**config.mk**
```make
export PLATFORM = sky130hd
export DESIGN_NAME = keypad_scanner
export DESIGN_NICKNAME = d
export VERILOG_FILES = /design/src/rtl/keypad_pkg.sv /design/src/rtl/keypad_sync.sv /design/src/rtl/keypad_scanner.sv
export SDC_FILE = /design/constraint.sdc
export NUM_CORES = 1
export LEC_CHECK = 0
export ABC_AREA = 1
export BUFFER_PORTS_ARGS = -buffer_cell sky130_fd_sc_hd__buf_4
export CORE_MARGIN = 3
export CORE_UTILIZATION = 45
export CTS_BUF_LIST = sky130_fd_sc_hd__clkbuf_16
export DETAILED_ROUTE_END_ITERATION = 8
export SLEW_MARGIN = 15
export SYNTH_ARGS = -nofsm -noshare
export SYNTH_HDL_FRONTEND = slang
export SYNTH_SLANG_ARGS = --single-unit
```
**constraint.sdc**
```tcl
create_clock -name clock -period 2.1 [get_ports clock]
set_input_delay 0.42 -clock clock [delete_from_list [all_inputs] [get_ports clock]]
set_output_delay 0.42 -clock clock [all_outputs]
set_load 0.01 [all_outputs]
```
**src/rtl/keypad_pkg.sv**
```systemverilog
`default_nettype none
// ============================================================================
// Module  : keypad_pkg
// Purpose : Shared types and constants for the 4x4 hex keypad scanner.
//           Holds the scanner state encoding, the keyCode valid flag, the
//           row/column to hex-value keymap and small lookup helpers.
// Ports   : none (package)
// Rev     : 1.0  initial release
// ============================================================================
package keypad_pkg;

  // Scanner states
  typedef enum logic [1:0] {
    ST_SCAN     = 2'd0,
    ST_DEBOUNCE = 2'd1,
    ST_EMIT     = 2'd2,
    ST_HOLD     = 2'd3
  } state_t;

  // Bit 4 of keyCode marks a valid key
  localparam logic KEY_VALID = 1'b1;

  // Keymap, nibble (row*4 + col) holds the key value, row 0 in the low 16 bits.
  //   r0: 1 2 3 A   r1: 4 5 6 B   r2: 7 8 9 C   r3: E 0 F D
  localparam logic [63:0] KEYMAP = 64'hDF0E_C987_B654_A321;

  // Hex value of the key at (row_idx, col_idx)
  function automatic logic [3:0] key_lookup(input logic [1:0] row_idx,
                                            input logic [1:0] col_idx);
    logic [5:0] bit_base;
    bit_base = {row_idx, col_idx, 2'b00};
    return KEYMAP[bit_base +: 4];
  endfunction

  // Active-low one-cold row drive pattern for a row index
  function automatic logic [3:0] row_drive(input logic [1:0] row_idx);
    return ~(4'b0001 << row_idx);
  endfunction

endpackage
`default_nettype wire

```
**src/rtl/keypad_sync.sv**
```systemverilog
`default_nettype none
// ============================================================================
// Module  : keypad_sync
// Purpose : Two-flop synchroniser for asynchronous, active-low inputs.
//           Both stages reset to all-ones (the idle level of pulled-up lines).
// Ports   : clock  - system clock
//           reset  - asynchronous active-low reset
//           d      - asynchronous input bus
//           q      - synchronised output bus
// Rev     : 1.0  initial release
// ============================================================================
module keypad_sync #(
  parameter int WIDTH = 4
) (
  input  logic             clock,
  input  logic             reset,
  input  logic [WIDTH-1:0] d,
  output logic [WIDTH-1:0] q
);

  logic [WIDTH-1:0] meta;

  always_ff @(posedge clock or negedge reset) begin
    if (!reset) begin
      meta <= '1;
      q    <= '1;
    end else begin
      meta <= d;
      q    <= meta;
    end
  end

endmodule
`default_nettype wire

```
**src/rtl/keypad_scanner.sv**
```systemverilog
`default_nettype none
// ============================================================================
// Module  : keypad_scanner
// Purpose : Scans a 4x4 active-low matrix keypad, synchronises and debounces
//           the column returns and reports each press once as a one-cycle
//           newKey strobe with keyCode = {1'b1, value}.
// Ports   : clock    - system clock, all logic on the rising edge
//           reset    - asynchronous active-low reset (synchronous release)
//           cols     - column returns, active-low, asynchronous
//           rows     - row drive, active-low, exactly one bit low
//           newKey   - one-cycle strobe, debounced press on keyCode
//           keyCode  - {valid, value[3:0]}, holds between strobes
// Rev     : 1.0  initial release
// ============================================================================
module keypad_scanner
  import keypad_pkg::*;
#(
  parameter int SCAN_DIV = 1000,  // cycles per row before sampling, >= 4
  parameter int DEBOUNCE = 8      // identical samples to accept, 2..255
) (
  input  logic       clock,
  input  logic       reset,
  input  logic [3:0] cols,
  output logic [3:0] rows,
  output logic       newKey,
  output logic [4:0] keyCode
);

  localparam int              DIV_W      = (SCAN_DIV > 1) ? $clog2(SCAN_DIV) : 1;
  localparam logic [DIV_W-1:0] DWELL_LAST = DIV_W'(SCAN_DIV - 1);
  localparam logic [7:0]       DB_TARGET  = 8'(DEBOUNCE);

  // --------------------------------------------------------------------------
  // Reset conditioning: assertion reaches every flop immediately, release is
  // aligned to the clock so no flop sees a release near an edge.
  // --------------------------------------------------------------------------
  logic [1:0] rst_pipe;
  logic       rst_int;

  always_ff @(posedge clock or negedge reset) begin
    if (!reset) begin
      rst_pipe <= 2'b00;
    end else begin
      rst_pipe <= {rst_pipe[0], 1'b1};
    end
  end

  assign rst_int = rst_pipe[1];

  // --------------------------------------------------------------------------
  // Column synchroniser
  // --------------------------------------------------------------------------
  logic [3:0] cs;

  keypad_sync #(
    .WIDTH (4)
  ) u_sync (
    .clock (clock),
    .reset (rst_int),
    .d     (cols),
    .q     (cs)
  );

  // --------------------------------------------------------------------------
  // Dwell counter: free-running 0..SCAN_DIV-1, one sample per wrap.
  // --------------------------------------------------------------------------
  logic [DIV_W-1:0] dwell;
  logic             sample;

  assign sample = (dwell == DWELL_LAST);

  always_ff @(posedge clock or negedge rst_int) begin
    if (!rst_int) begin
      dwell <= '0;
    end else if (sample) begin
      dwell <= '0;
    end else begin
      dwell <= dwell + 1'b1;
    end
  end

  // --------------------------------------------------------------------------
  // Column decode: a press is only considered when exactly one column is low;
  // zero or several low columns (ghosting / multi-key) are not a press.
  // --------------------------------------------------------------------------
  logic       one_low;
  logic [1:0] col_idx;

  always_comb begin
    one_low = 1'b1;
    col_idx = 2'd0;
    case (cs)
      4'b1110: col_idx = 2'd0;
      4'b1101: col_idx = 2'd1;
      4'b1011: col_idx = 2'd2;
      4'b0111: col_idx = 2'd3;
      default: one_low = 1'b0;
    endcase
  end

  // --------------------------------------------------------------------------
  // Scanner FSM with registered outputs.
  // newKey and keyCode are loaded on the edge that enters ST_EMIT, so they are
  // valid for exactly the cycle the FSM spends in ST_EMIT.
  // --------------------------------------------------------------------------
  state_t     state;
  logic [1:0] row_idx;
  logic [1:0] key_row;
  logic [1:0] key_col;
  logic [3:0] key_pat;
  logic [7:0] count;

  always_ff @(posedge clock or negedge rst_int) begin
    if (!rst_int) begin
      state   <= ST_SCAN;
      row_idx <= 2'd0;
      key_row <= 2'd0;
      key_col <= 2'd0;
      key_pat <= 4'b1111;
      count   <= 8'd0;
      rows    <= 4'b1110;
      newKey  <= 1'b0;
      keyCode <= 5'b00000;
    end else begin
      newKey <= 1'b0;

      case (state)
        ST_SCAN: begin
          if (sample) begin
            if (one_low) begin
              // Park on this row; the capturing sample is the first match.
              state   <= ST_DEBOUNCE;
              key_row <= row_idx;
              key_col <= col_idx;
              key_pat <= cs;
              count   <= 8'd1;
            end else begin
              row_idx <= row_idx + 2'd1;
              rows    <= row_drive(row_idx + 2'd1);
            end
          end
        end

        ST_DEBOUNCE: begin
          if (sample) begin
            if (cs == key_pat) begin
              if (count + 8'd1 == DB_TARGET) begin
                state   <= ST_EMIT;
                newKey  <= 1'b1;
                keyCode <= {KEY_VALID, key_lookup(key_row, key_col)};
                count   <= 8'd0;
              end else begin
                count <= count + 8'd1;
              end
            end else begin
              // Bounce or different key: resume scanning past this row.
              state   <= ST_SCAN;
              row_idx <= key_row + 2'd1;
              rows    <= row_drive(key_row + 2'd1);
              count   <= 8'd0;
            end
          end
        end

        ST_EMIT: begin
          state <= ST_HOLD;
          count <= 8'd0;
        end

        ST_HOLD: begin
          // Only a run of fully released samples ends the press; anything
          // else, including a second key on the parked row, restarts the run.
          if (sample) begin
            if (cs == 4'b1111) begin
              if (count + 8'd1 == DB_TARGET) begin
                state   <= ST_SCAN;
                row_idx <= 2'd0;
                rows    <= 4'b1110;
                count   <= 8'd0;
              end else begin
                count <= count + 8'd1;
              end
            end else begin
              count <= 8'd0;
            end
          end
        end

        default: begin
          state   <= ST_SCAN;
          row_idx <= 2'd0;
          rows    <= 4'b1110;
          count   <= 8'd0;
        end
      endcase
    end
  end

endmodule
`default_nettype wire

```
==> impl_metrics.json, run 1 <==
{
  "routedWlPerCell_um": 11.5,
  "drive_above_1_share_pct": 20.3,
  "multi_input_area_mm2": 0.00117,
  "yosysTopAreaCellShare_pct": 32.8,
  "register_area_mm2": 0.00127,
  "grt_pass1_wl_um": 8300,
  "finalNetCount": 356,
  "crit_fanout": 6,
  "dieArea_mm2": 0.00690,
  "clkPwrFrac_pct": 42.6,
  "synth_area_leaders": "dfrtp_1, dfstp_2, nand2_1, ha_1, inv_1",
  "powerDensity_mw_per_mm2": 595,
  "r2r_cells": 12,
  "drc": 0,
  "dr.first_iter.drc_count": 95,
  "holdCritPathClass": "reg -> async",
  "die_y_um": 83.0,
  "syn_area_per_cell_um2": 8.53,
  "vias_per_cell": 4.82,
  "start_util_pct": 47.3,
  "crit_family": "simple AND/OR/NAND/NOR gates",
  "post_synth_num_cell_types": 36,
  "antenna_cells": 0,
  "p_sw_uw": 366,
  "skew_ns": 0.00501,
  "crit_top_cell": "nand2_1",
  "ys.flop_type": "dfrtp_1",
  "finalSetupViolCount": 0,
  "synth_cells": 313,
  "numCtsBuffers": 5,
  "p_int_uw": 1430,
  "fin_crit_ns": 1.92,
  "r2r_start": "count[0]$_DFFE_PN0P_",
  "worstReg2RegEnd": "keyCode[0]$_DFFE_PN0P_",
  "h-tree-depth": 2,
  "routed_wl_um": 4670,
  "root_buffer": "clkbuf_16",
  "hold_viol": 0,
  "clk_path_buf_depth": 2,
  "antenna_found_initial": 0,
  "maxSlewHeadroom_pct": 65.8,
  "synth_edf_count": 0,
  "sw_frac_of_total_pct": 20.3,
  "yosys-top-cells-count": "nand2_1, inv_1, dfrtp_1",
  "vias": 1961,
  "whs_ns": 0.239,
  "maxSlewViolCount": 0,
  "track_usage_pct": 14.3,
  "final_area_mm2": 0.00303,
  "startpoint": "count[0]$_DFFE_PN0P_",
  "critPathRequiredTime_ns": 2.27,
  "pwr-share-comb_pct": 2.2,
  "path_class": "reg -> reg",
  "dp_slack_ns": 0.169,
  "fin_crit_sh_pct": 91.5,
  "grt_pass1_vias": 1901,
  "worstMarginPinSlew_ns": 0.514,
  "fp.coreArea_mm2": 0.00564,
  "ant_nets": 0,
  "setup_ws_ns": 0.179,
  "seq_area_frac_synth_pct": 47.5,
  "r2r_slack_ns": 0.18,
  "cpMaxStageDelayCell": "dfrtp_1",
  "crit_arrival_ns": 2.10,
  "status": "finished, final reports clean",
  "die_w_um": 83.0,
  "dp_hpwl_um": 3520,
  "cts_sinks": 50,
  "ys_ff_latch": 50,
  "syn-num-nets": 335,
  "path_cells": "ha_2, nand2_1, inv_1, nand2_1, nand2_1, nand2_1, nor2_4, nand3_4, nor3_4, nand2_1, o21ai_0, inv_1",
  "synth_top_cell_by_area": "dfrtp_1",
  "cp_slowest_stage_delay_ns": 0.38,
  "cts_tree": "built",
  "grt_max_degree": 28,
  "peakVddDrop_mv": 0.332,
  "max_freq_mhz": 520,
  "detailed_place.area_mm2": 0.00286,
  "syn_to_final_growth_pct": 13.3,
  "critPathBufInv": 2,
  "yosysWarnings": 0,
  "rows": 27,
  "pwr-share-seq_pct": 55.2,
  "netlist_area_mm2": 0.00267,
  "async_flop_share_pct": 100,
  "port_buffers": 15,
  "gp_congestion": 0.819,
  "endpoint_kind": "flip-flop",
  "fillerInstances": 520,
  "leakagePower_uw": 0.00153,
  "clkLatencyLatePin_ns": 0.28,
  "firstDrtPassIters": 4,
  "cap_violations": 0,
  "gr-total-overflow": 0,
  "synth.most_common_cell": "nand2_1",
  "clk_pin_slew_ns": 0.07,
  "io_pins": 16,
  "start_kind": "flip-flop"
}
-- per-stage QoR --
| stage | total power (uW) | setup TNS, ns | utilization, % | cells |
|---|---|---|---|---|
| 4_1_cts | 1830 | 0 | 53.4 | 406 |
| 3_5_place_dp | 1050 | 0 | 50.7 | 397 |
| 5_1_grt | 1870 | -0.0125 | 53.6 | 407 |
| 3_3_place_gp | 1050 | 0 | 50.7 | 397 |
| 2_1_floorplan | 1030 | 0 | - | 313 |
| 6_report | 1800 | 0 | 53.6 | 407 |
-- cells in the final DEF (no fill, tap or decap), types with 2 or more instances in the layout --
cell type	count
ha_1	15
nand3b_1	2
inv_2	3
nor3_1	5
nand4_1	2
o21ai_2	6
inv_1	49
o21ai_1	3
nand3_1	18
o21ai_0	24
buf_4	17
nor2_4	2
nand2_2	8
clkbuf_16	5
xor2_1	3
o22ai_1	6
a21oi_1	9
nor2_1	19
dfstp_2	15
dfrtp_1	34
nand2_1	69
or2_2	2
-- worst register-to-register path: stages (launching register included) --
cell,delay (ns)
dfrtp_1,0.38
ha_2,0.21
nand2_1,0.09
inv_1,0.11
nand2_1,0.06
nand2_1,0.08
nand2_1,0.09
nor2_4,0.12
nand3_4,0.11
nor3_4,0.32
nand2_1,0.10
o21ai_0,0.09
inv_1,0.06
-- area by class of cell --
class                      instances  share of cell area [%]
inverter                          51                    6.33
tap                               72                    2.98
multi-input combinational        207                    38.8
timing repair buffer              19                    5.21
clock buffer                       5                    4.14
clock inverter                     3                   0.579
sequential                        50                    42.0
-- routing by layer --
metal	global-route usage (%)	share of wire [%]	wire length, um
met5	0	0	0
met3	2.88	2.4	110
met2	23.6	46	2160
met4	4.61	0.64	30
met1	18.8	51	2360
-- worst max path at each step --
stage	end	depth (start not counted)
floorplan	row_idx[0]$_DFFE_PN0P_	12
detailed placement	keyCode[0]$_DFFE_PN0P_	11
global placement	keyCode[0]$_DFFE_PN0P_	11
global route	keyCode[1]$_DFFE_PN0P_	12
finish	keyCode[0]$_DFFE_PN0P_	12
CTS	keyCode[0]$_DFFE_PN0P_	11
-- power by group through the flow --
| stage | Clock (uW) | Combinational (uW) | Sequential [uW] |
|---|---|---|---|
| after global placement | 0 | 38.3 | 1010 |
| after CTS | 794 | 41.2 | 994 |
| final | 766 | 39.9 | 994 |
| after global routing | 832 | 46.7 | 996 |
| after floorplan | 0 | 14.1 | 1010 |
| after detailed placement | 0 | 39.5 | 1010 |
-- sequential cells by signal, summed over array words and instances, names as in the netlist, named ones only --
signal and cells:
key_col 2, key_pat 4, key_row 2, state 1
u_sync.q 4, dwell 10, rows 4, rst_pipe 2
keyCode 5, u_sync.meta 4, newKey 1, row_idx 2
count 8
-- timing repair --
| item | in CTS | in global routing |
|---|---|---|
| hold endpoints to repair | 2 | 0 |
| hold buffers | 1 | 0 |
| endpoints found under the setup margin | 0 | 2 |
| gates resized for setup | 0 | 2 |
| setup buffers | 0 | 1 |
-- kinds of logic after synthesis --
family / count (synthesis) / share of synthesized area (%)
other: 1 / 0.140
flip-flops: 50 / 47.5
adder cells (fa/ha/maj): 16 / 7.49
AND/OR/NAND/NOR: 133 / 23.1
XOR/XNOR: 4 / 1.31
AO/OA/AOI/OAI: 53 / 11.6
buffers and inverters: 56 / 8.76
No activity file was read; power rests on OpenSTA's default activity.
==> inputs of run 2 (changes only) <==
CELL_PAD_IN_SITES_DETAIL_PLACEMENT = 2   (was not set)
CELL_PAD_IN_SITES_GLOBAL_PLACEMENT = 2   (was not set)
CORE_UTILIZATION = 40   (was 45)
CTS_CLUSTER_SIZE = 16   (was not set)
PLACE_DENSITY_LB_ADDON = 0.1   (was not set)
==> run 2 against run 1 <==
  * Hold slack lost 0.085 ns
  * Power grew 15%
  * Via count grew 9.5%
  * Clock skew shrank 0.00072 ns
  * Combinational power grew 17%
  * Critical path depth is the same
  * Fmax shrank 4.7%
  * Sequential share of layout area shrank 1.5 points
  * Global-route usage grew 5.9 points
==> impl_metrics.json, run 2 (synthesis results as in run 1) <==
{
  "die_y_um": 87.7,
  "met3_length_um": 180,
  "clkLatencyLatePin_ns": 0.29,
  "crit_top_cell": "nand2_1",
  "h-tree-depth": 2,
  "dr.first_iter.drc_count": 43,
  "top_layer_used": "met4",
  "clk_pin_slew_ns": 0.06,
  "crit_fanout": 6,
  "crit_arrival_ns": 2.19,
  "route.met2.wl_um": 3900,
  "vias": 2147,
  "critPathBufInv": 2,
  "clk_path_buf_depth": 2,
  "antenna_cells": 0,
  "cts_sinks": 50,
  "drc": 0,
  "layoutNonFillerInstCount": 419,
  "finalSetupViolCount": 0,
  "setup_ws_ns": 0.0847,
  "cap_violations": 0,
  "vias_per_cell": 5.12,
  "critPathRequiredTime_ns": 2.27,
  "maxSlewViolCount": 0,
  "firstDrtPassIters": 4,
  "wl_met1_um": 3210,
  "hold_viol": 0,
  "endpoint_kind": "flip-flop",
  "fin_crit_ns": 2.02,
  "root_buffer": "clkbuf_16",
  "numCtsBuffers": 5,
  "gp_congestion": 0.774,
  "gr-total-overflow": 0,
  "grt_pass1_vias": 2430,
  "status": "finished, final reports clean",
  "cp_slowest_stage_delay_ns": 0.45,
  "track_usage_pct": 20.2,
  "multi_input_area_mm2": 0.00119,
  "holdCritPathClass": "reg -> async",
  "max_freq_mhz": 496,
  "reg_top3": "dwell x10, count x8, keyCode x5",
  "mostFrequentLayoutCells": "nand2_1, inv_1, dfrtp_1, buf_4, o21ai_0",
  "fin_crit_sh_pct": 96.0,
  "routed_wl_um": 7380,
  "cpMaxStageDelayCell": "dfrtp_1",
  "leakagePower_uw": 0.00158,
  "path_cells": "ha_4, nand2_2, inv_2, nand2_1, nand2_1, nand2_1, nor2_4, nand3_4, nor3_4, inv_2, nand2_1, o21ai_1",
  "dp_hpwl_um": 4780,
  "largest_register_ffs": 10,
  "routedWlPerCell_um": 17.6,
  "r2r_start": "count[0]$_DFFE_PN0P_",
  "register_area_mm2": 0.00127,
  "io_pins": 16,
  "dieArea_mm2": 0.00769,
  "skew_ns": 0.00429,
  "cts_tree": "built",
  "crit_family": "simple AND/OR/NAND/NOR gates",
  "dp_slack_ns": 0.0909,
  "final_common_cell": "nand2_1",
  "grt_max_degree": 22,
  "grt_pass1_wl_um": 11900,
  "powerDensity_mw_per_mm2": 659,
  "drive_above_1_share_pct": 22.8,
  "syn_to_final_growth_pct": 17.5,
  "peakVddDrop_mv": 0.378,
  "port_buffers": 15,
  "antenna_found_initial": 0,
  "rsz0062_at_grt": "yes",
  "ant_nets": 0,
  "path_class": "reg -> reg",
  "fillerInstances": 721,
  "dp_cells": 404,
  "finalNetCount": 363,
  "start_kind": "flip-flop",
  "die_w_um": 87.7,
  "rows": 29,
  "start_util_pct": 41.6,
  "fp.coreArea_mm2": 0.00642,
  "startpoint": "count[0]$_DFFE_PN0P_",
  "top_register": "dwell"
}
-- run 2: through the flow --
step / setup TNS (ns) / cell area (um2) / power (uW) / util (%) / hold WS (ns)
CTS: 0 / 3070 / 2100 / 47.8 / 0.164
finish: 0 / 3140 / 2070 / 48.9 / 0.154
global placement: 0 / 2870 / 1050 / 44.7 / 0.161
detailed placement: 0 / 2870 / 1050 / 44.7 / 0.160
floorplan: 0 / 2670 / 1030 / - / 0.124
global route: -0.258 / 3140 / 2130 / 48.9 / 0.179
-- run 2: path summary, 6_finish.rpt --
path	end	slack (ns)	depth (start not counted)
setup / recovery	keyCode[2]$_DFFE_PN0P_	0.08	12
hold / removal	count[2]$_DFFE_PN0P_	0.15	0
setup reg to reg	keyCode[2]$_DFFE_PN0P_	0.08	12
hold reg to reg	count[2]$_DFFE_PN0P_	0.15	0
max in group asynchronous	key_pat[3]$_DFFE_PN1P_	1.30	1
min in group clock	u_sync.meta[0]$_DFF_PN1_	0.23	1
-- run 2: report_power, final --
part | total (uW) | internal, uW | switching, uW | leakage (uW)
Clock | 1030 | 678 | 352 | 0.0000915
Sequential | 990 | 980 | 10.4 | 0.000630
Combinational | 46.7 | 15.1 | 31.6 | 0.000855
Total | 2070 | 1670 | 394 | 0.00158
-- run 2: routing by layer --
metal / GRT usage (%) / up-vias
met5: 0 / -
met4: 6.97 / 0
met3: 4.23 / 7
met2: 35.3 / 23
met1: 24.5 / 1072
li1: - / 1045
-- run 2: cell type report --
class | count | area share [%]
clock buffers | 5 | 3.99
repair buffers | 26 | 6.30
inverters | 51 | 6.10
clock inverters | 3 | 2.03
multi-input cells | 207 | 38.0
flip-flops and latches | 50 | 40.5
well taps | 77 | 3.07
-- run 2: what timing repair did --
item                                   CTS  global route
gates resized for setup                  0             7
buffers inserted                         0             6
endpoints found under the hold margin    2             0
hold buffers                             1             0
setup endpoints to repair                0            24
